[src/rtl/seq_classifier_if.sv]
// Parameter-store write port plus start/busy/done result handshake of seq_classifier.
interface seq_classifier_if #(
   parameter int M  = 11,
   parameter int K  = 4,
   parameter int H  = 2,
   parameter int C  = 6,
   parameter int W  = 8,
   parameter int HA = 16
);
   localparam int D  = H*M + H + C*H + C;
   localparam int AW = $clog2(D);
   localparam int SW = HA + W + $clog2(H) + 2;
   localparam int CW = $clog2(C+1);

   logic                 param_we;
   logic [AW-1:0]        param_addr;
   logic signed [W-1:0]  param_data;
   logic                 start;
   logic [M*K-1:0]       act_in;
   logic                 busy;
   logic                 done;
   logic [CW-1:0]        class_out;
   logic signed [SW-1:0] score_out;

   modport master (
      output param_we, param_addr, param_data, start, act_in,
      input  busy, done, class_out, score_out
   );

   modport slave (
      input  param_we, param_addr, param_data, start, act_in,
      output busy, done, class_out, score_out
   );
endinterface

[src/rtl/seq_classifier.sv]
// Two-layer integer classifier (ReLU hidden layer, signed argmax) on one shared MAC.
// Latency H*(M+1)+C*(H+1)+1 cycles start-to-done; start and store writes are ignored while busy.
module seq_classifier #(
   parameter int M  = 11,
   parameter int K  = 4,
   parameter int H  = 2,
   parameter int C  = 6,
   parameter int W  = 8,
   parameter int HA = 16
) (
   input logic        clk,
   input logic        rst,
   seq_classifier_if.slave bus
);
   localparam int D   = H*M + H + C*H + C;
   localparam int AW  = $clog2(D);
   localparam int SW  = HA + W + $clog2(H) + 2;
   localparam int CW  = $clog2(C+1);
   localparam int IW  = $clog2(M+1);
   localparam int NW  = $clog2((H > C ? H : C) + 1);
   localparam int HIW = (H > 1) ? $clog2(H) : 1;
   localparam int HB  = H*M;
   localparam int OW  = H*M + H;
   localparam int OB  = H*M + H + C*H;

   typedef enum logic [1:0] {IDLE, HID, OUT, FIN} state_t;

   state_t               state_q, state_d;
   logic [IW-1:0]        i_q, i_d;
   logic [NW-1:0]        n_q, n_d;
   logic [M*K-1:0]       act_q, act_d;
   logic signed [SW-1:0] acc_q, acc_d;
   logic signed [SW-1:0] best_q, best_d;
   logic [CW-1:0]        best_idx_q, best_idx_d;
   logic [CW-1:0]        class_q, class_d;
   logic signed [SW-1:0] score_q, score_d;
   logic                 busy_q, busy_d;
   logic                 done_q, done_d;
   logic [HA-1:0]        hid_q [H];
   logic [HA-1:0]        hid_d [H];
   logic signed [W-1:0]  store_q [D];

   int                   addr_int;
   logic [AW-1:0]        rd_addr;
   logic signed [SW-1:0] mul_a, mul_b, prod, fin;

   // Single read port: the FSM position alone selects the weight or bias in use.
   always_comb begin
      addr_int = 0;
      mul_a    = '0;
      case (state_q)
         HID: begin
            if (i_q < IW'(M)) begin
               addr_int = int'(n_q)*M + int'(i_q);
               mul_a    = SW'(act_q[i_q*K +: K]);
            end else begin
               addr_int = HB + int'(n_q);
            end
         end
         OUT: begin
            if (i_q < IW'(H)) begin
               addr_int = OW + int'(n_q)*H + int'(i_q);
               mul_a    = SW'(hid_q[HIW'(i_q)]);
            end else begin
               addr_int = OB + int'(n_q);
            end
         end
         default: ;
      endcase
      rd_addr = AW'(addr_int);
      mul_b   = SW'(store_q[rd_addr]);
      prod    = mul_a * mul_b;
      fin     = acc_q + mul_b;
   end

   always_comb begin
      state_d    = state_q;
      i_d        = i_q;
      n_d        = n_q;
      act_d      = act_q;
      acc_d      = acc_q;
      best_d     = best_q;
      best_idx_d = best_idx_q;
      class_d    = class_q;
      score_d    = score_q;
      busy_d     = busy_q;
      done_d     = 1'b0;
      hid_d      = hid_q;
      case (state_q)
         IDLE: begin
            if (bus.start) begin
               act_d   = bus.act_in;
               acc_d   = '0;
               i_d     = '0;
               n_d     = '0;
               busy_d  = 1'b1;
               state_d = HID;
            end
         end
         HID: begin
            if (i_q < IW'(M)) begin
               acc_d = acc_q + prod;
               i_d   = i_q + 1'b1;
            end else begin
               // ReLU below zero, clamp to all-ones above the activation range
               if (fin[SW-1])            hid_d[HIW'(n_q)] = '0;
               else if (|fin[SW-2:HA])   hid_d[HIW'(n_q)] = '1;
               else                      hid_d[HIW'(n_q)] = fin[HA-1:0];
               acc_d = '0;
               i_d   = '0;
               if (n_q == NW'(H-1)) begin
                  n_d     = '0;
                  state_d = OUT;
               end else begin
                  n_d = n_q + 1'b1;
               end
            end
         end
         OUT: begin
            if (i_q < IW'(H)) begin
               acc_d = acc_q + prod;
               i_d   = i_q + 1'b1;
            end else begin
               // strict compare so ties keep the lowest class
               if (n_q == '0 || fin > best_q) begin
                  best_d     = fin;
                  best_idx_d = CW'(n_q);
               end
               acc_d = '0;
               i_d   = '0;
               if (n_q == NW'(C-1)) state_d = FIN;
               else                 n_d = n_q + 1'b1;
            end
         end
         FIN: begin
            class_d = best_idx_q + 1'b1;
            score_d = best_q;
            done_d  = 1'b1;
            busy_d  = 1'b0;
            state_d = IDLE;
         end
         default: state_d = IDLE;
      endcase
   end

   always_ff @(posedge clk or posedge rst) begin
      if (rst) begin
         state_q    <= IDLE;
         i_q        <= '0;
         n_q        <= '0;
         act_q      <= '0;
         acc_q      <= '0;
         best_q     <= '0;
         best_idx_q <= '0;
         class_q    <= '0;
         score_q    <= '0;
         busy_q     <= 1'b0;
         done_q     <= 1'b0;
         for (int h = 0; h < H; h++) hid_q[h] <= '0;
      end else begin
         state_q    <= state_d;
         i_q        <= i_d;
         n_q        <= n_d;
         act_q      <= act_d;
         acc_q      <= acc_d;
         best_q     <= best_d;
         best_idx_q <= best_idx_d;
         class_q    <= class_d;
         score_q    <= score_d;
         busy_q     <= busy_d;
         done_q     <= done_d;
         for (int h = 0; h < H; h++) hid_q[h] <= hid_d[h];
      end
   end

   always_ff @(posedge clk or posedge rst) begin
      if (rst) begin
         for (int a = 0; a < D; a++) store_q[a] <= '0;
      end else if (bus.param_we && !busy_q && int'(bus.param_addr) < D) begin
         store_q[bus.param_addr] <= bus.param_data;
      end
   end

   assign bus.busy      = busy_q;
   assign bus.done      = done_q;
   assign bus.class_out = class_q;
   assign bus.score_out = score_q;
endmodule

[src/flat_wrapper.sv]
// flat-port wrapper written by rule: the top's interface ports become plain ports
module seq_classifier_flat 
#(
   parameter int M  = 11,
   parameter int K  = 4,
   parameter int H  = 2,
   parameter int C  = 6,
   parameter int W  = 8,
   parameter int HA = 16
)
  (clk, rst, bus_param_we, bus_param_addr, bus_param_data, bus_start, bus_act_in, bus_busy, bus_done, bus_class_out, bus_score_out);
  seq_classifier_if #(.M(M), .K(K), .H(H), .C(C), .W(W), .HA(HA)) bus_i ();
  input logic clk;
  input logic rst;
  input wire logic [$bits(bus_i.param_we)-1:0] bus_param_we;
  input wire logic [$bits(bus_i.param_addr)-1:0] bus_param_addr;
  input wire logic [$bits(bus_i.param_data)-1:0] bus_param_data;
  input wire logic [$bits(bus_i.start)-1:0] bus_start;
  input wire logic [$bits(bus_i.act_in)-1:0] bus_act_in;
  output wire logic [$bits(bus_i.busy)-1:0] bus_busy;
  output wire logic [$bits(bus_i.done)-1:0] bus_done;
  output wire logic [$bits(bus_i.class_out)-1:0] bus_class_out;
  output wire logic [$bits(bus_i.score_out)-1:0] bus_score_out;
  assign bus_i.param_we = bus_param_we;
  assign bus_i.param_addr = bus_param_addr;
  assign bus_i.param_data = bus_param_data;
  assign bus_i.start = bus_start;
  assign bus_i.act_in = bus_act_in;
  assign bus_busy = bus_i.busy;
  assign bus_done = bus_i.done;
  assign bus_class_out = bus_i.class_out;
  assign bus_score_out = bus_i.score_out;
  seq_classifier #(.M(M), .K(K), .H(H), .C(C), .W(W), .HA(HA)) u_core (.clk(clk), .rst(rst), .bus(bus_i));
endmodule
[config.mk]
export PLATFORM = sky130hd
export DESIGN_NAME = seq_classifier_flat
export DESIGN_NICKNAME = d
export VERILOG_FILES = /design/src/rtl/seq_classifier_if.sv /design/src/rtl/seq_classifier.sv /design/src/flat_wrapper.sv
export SDC_FILE = /design/constraint.sdc
export NUM_CORES = 2
export LEC_CHECK = 0
export ABC_CLOCK_PERIOD_IN_PS = 56400
export CAP_MARGIN = 20
export CORE_MARGIN = 2
export CORE_UTILIZATION = 50
export CTS_CLUSTER_SIZE = 20
export DETAILED_ROUTE_END_ITERATION = 10
export PLACE_DENSITY = 0.75
export SYNTH_ARGS = -nofsm -noshare
export SYNTH_HDL_FRONTEND = slang
export SYNTH_SLANG_ARGS = --single-unit
[constraint.sdc]
create_clock -name clk -period 56.4 [get_ports clk]
set_clock_uncertainty 0.05 [all_clocks]
set_input_delay 16.92 -clock clk [delete_from_list [all_inputs] [get_ports clk]]
set_output_delay 16.92 -clock clk [all_outputs]
set_load 0.01 [all_outputs]
==> results.sh <==
export IMPL_setup_viol=0
export IMPL_grt_ovfl_total=0
export IMPL_period_minus_slack_ps=19360
export IMPL_yosysTopAreaCell="dfrtp_1"
export IMPL_slowest_delay_ps=880
export IMPL_initial_utilization=0.5073
export IMPL_share_seq_of_total_power=0.253
export IMPL_place_ws_ps=36240
export IMPL_crit_arrival_ps=19920
export IMPL_ir_drop_uv=38.47
export IMPL_finalHoldViolCount=0
export IMPL_crit_required_ps=56970
export IMPL_grt_pass1_wl_mm=131.4
export IMPL_grt_max_degree=124
export IMPL_crit_chain="clkdlybuf4s50_1 > inv_8 > buf_4 > buf_4"
export IMPL_final_antenna_net_count=0
export IMPL_ys_flop_type="dfrtp_1"
export IMPL_remaining_drc_errors=0
export IMPL_clk_root_buffer_cell="clkbuf_16"
export IMPL_clockBufferDepth=3
export IMPL_hold_buffers=0
export IMPL_path_common_cell="buf_4"
export IMPL_netlist_area_sq_um=30730
export IMPL_antenna_found_initial=0
export IMPL_cts_tree="done"
export IMPL_power_switching_share=0.4458
export IMPL_synth_enable_flop_cells=0
export IMPL_synth_warnings=0
export IMPL_netlist_instances=2778
export IMPL_drtPass1Iterations=5
export IMPL_power_internal_w=0.001077
export IMPL_cts_setup_buffers=0
export IMPL_end_kind="asynchronous set/reset pin"
export IMPL_multi_input_area_sq_um=16630
export IMPL_finalSetupTns_ps=0
export IMPL_synth_seq_cells=510
export IMPL_synthTopCellsByArea="dfrtp_1, mux2_2, fa_1"
export IMPL_coreArea_sq_um=60580
export IMPL_die_x_um=251.9
export IMPL_viasPerCell=6.158
export IMPL_synth_top_area_share=0.4153
export IMPL_die_area_sq_um=63470
export IMPL_dp_hpwl_mm=56.18
export IMPL_slowest_stage="buf_4"
export IMPL_cts_buffers=56
export IMPL_path_buf_inv=4
export IMPL_synthToLayoutAreaGrowth_pct=11.91
export IMPL_clkPwrFrac=0.197
export IMPL_gp_congestion=0.9065
export IMPL_clock_latency_ps=660
export IMPL_switchingPower_w=0.0008660
export IMPL_outcome="completed"
export IMPL_num_vias=22502
export IMPL_port_buffers=93
export IMPL_power_density_nw_per_um2=56.48
export IMPL_path_class="input pin to asynchronous set/reset pin"
export IMPL_yosysSeqAreaShare=0.4153
export IMPL_cts_clk_slew_worst_paths_ps=50
export IMPL_cap_violations=0
export IMPL_fmax_mhz=51.66
export IMPL_avgRoutedWirePerCell_um=22.70
export IMPL_async_flop_share=1.000
export IMPL_finalCritPeriodShare=0.3432
export IMPL_drive_above_1_share=0.2222
export IMPL_p_leak_nw=16.45
export IMPL_path_max_fanout=123
export IMPL_hold_path_class="flip-flop to flip-flop"
export IMPL_grt_use_total=0.2625
export IMPL_n_fill_cell=4942
export IMPL_placementRows=90
export IMPL_synth_nets=3100
export IMPL_cts_resized=0
export IMPL_worst_slew_pin_slew_ps=1092
export IMPL_fp_dieH_um=251.9
export IMPL_cts_sinks=510
export IMPL_h_tree_depth=2
export IMPL_start_kind="input pin"
export IMPL_postLayoutSetupSlackWorst_ps=37040
export IMPL_syn_avg_cell_area_sq_um=11.06
export IMPL_combPwrFrac=0.551
export IMPL_io_pins=94
export IMPL_drt_total_wl_mm=82.93
export IMPL_synth_cell_types=91
export IMPL_maxSlewHeadroom=0.2717
export IMPL_final_max_slew_viol_count=0
export IMPL_critPathTopFamily="buffers and inverters"
export IMPL_drt_iter0_drc=2075
export IMPL_final_nets=3145
export IMPL_regArea_sq_um=12760
export IMPL_grt_pass1_vias=23638
export IMPL_rsz0062_at_grt="false"
[synthesized netlist by cell type (all sizes together) (13+ instances only)]
cell type / instances
a21o: 26
a21oi: 84
a221oi: 62
a22o: 38
a31oi: 25
and2: 14
and3: 28
buf: 52
clkbuf: 107
dfrtp: 510
fa: 114
ha: 146
inv: 181
mux2: 448
mux2i: 62
nand2: 292
nand2b: 13
nand3: 74
nor2: 144
nor2b: 20
nor3: 22
o21a: 13
o21ai: 78
xnor2: 32
[kinds of logic after synthesis]
kind of cell	synth area share
AO/OA/AOI/OAI	0.1045
buffers and inverters	0.04511
XOR/XNOR	0.01327
flip-flops	0.4153
multiplexers	0.1874
AND/OR/NAND/NOR	0.1008
adder cells (fa/ha/maj)	0.1337
[cell type report]
| cell class | instances | share of cell area |
|---|---|---|
| Inverter | 181 | 0.02019 |
| Tap cell | 782 | 0.02845 |
| Clock buffer | 86 | 0.04780 |
| Timing Repair Buffer | 146 | 0.03984 |
| Multi-Input combinational cell | 1928 | 0.4836 |
| Sequential cell | 510 | 0.3711 |
| Antenna cell | 1 | 0.00007276 |
| Clock inverter | 20 | 0.008986 |
[path summary, 6_finish.rpt]
path                                            end  cells past startpoint  slack [ps]              start
worst max-delay path            u_core.store_q[225]                      4       37040                rst
worst min-delay path               u_core.hid_q[30]                      1         450   u_core.hid_q[30]
worst max register to register     u_core.acc_q[26]                     33       44080  u_core.state_q[0]
worst min register to register     u_core.hid_q[30]                      1         450   u_core.hid_q[30]
max in group clk                  u_core.store_q[3]                      4       37620  bus_param_addr[0]
min in group asynchronous       u_core.store_q[108]                      2       16790                rst
[placed cells by master (no fill, tap or decap), types with 9 or more instances in the layout]
cell and n:
ha_1 145, o21a_1 13, nand3_1 74, nor3b_1 9, nor3_1 21, and3_1 28
buf_4 48, xor2_1 12, a22o_1 38, nor2_1 142, dfrtp_1 509, a221oi_1 62
mux2_2 448, o211ai_1 10, a31oi_1 25, fa_1 114, clkinv_2 9, and2_1 12
a21oi_1 83, a21o_1 25, xnor2_1 32, clkbuf_8 14, clkdlybuf4s50_1 93, clkbuf_1 17
clkbuf_16 56, nand2_1 291, nor2b_1 20, o21ai_0 73, mux2i_1 61, a311oi_1 12
inv_1 177, nand2b_1 13
[power by group through the flow]
stage	combinational [W]	clock [W]	sequential, W
global placement	0.00101	0	0.000491
global route	0.00117	0.000401	0.000499
finish	0.00107	0.000382	0.000491
CTS	0.00106	0.000386	0.000491
floorplan	0.000738	0	0.000485
detailed placement	0.00104	0	0.000496
[sequential cells by signal, indices dropped and copies added, names as in the netlist]
signal                flops
u_core.acc_q             27
u_core.bus.busy           1
u_core.hid_q             32
u_core.best_q            27
u_core.n_q                3
u_core.i_q                4
u_core.best_idx_q         3
u_core.bus.done           1
u_core.act_q             44
u_core.bus.class_out      3
u_core.bus.score_out     27
u_core.store_q          336
u_core.state_q            2
[metal layers]
layer | share of wire | vias to the layer above | global-route usage
li1 | - | 9912 | -
met1 | 0.39 | 11429 | 0.3279
met2 | 0.49 | 916 | 0.4480
met5 | 0 | - | 0
met4 | 0.047 | 0 | 0.1202
met3 | 0.067 | 245 | 0.04261
[metrics by stage]
stage                     power (W)    util  hold WS, ps  cells  instance area, sq um
after floorplan            0.001223       -        399.4   2778                 30730
after CTS                  0.001933  0.5664        452.6   3649                 34320
final                      0.001943  0.5677        449.3   3654                 34390
after global placement     0.001503  0.5339        433.8   3540                 32340
after global routing       0.002074  0.5677        465.0   3653                 34390
after detailed placement   0.001541  0.5342        434.9   3543                 32360
No activity file was read; power rests on OpenSTA's default activity.
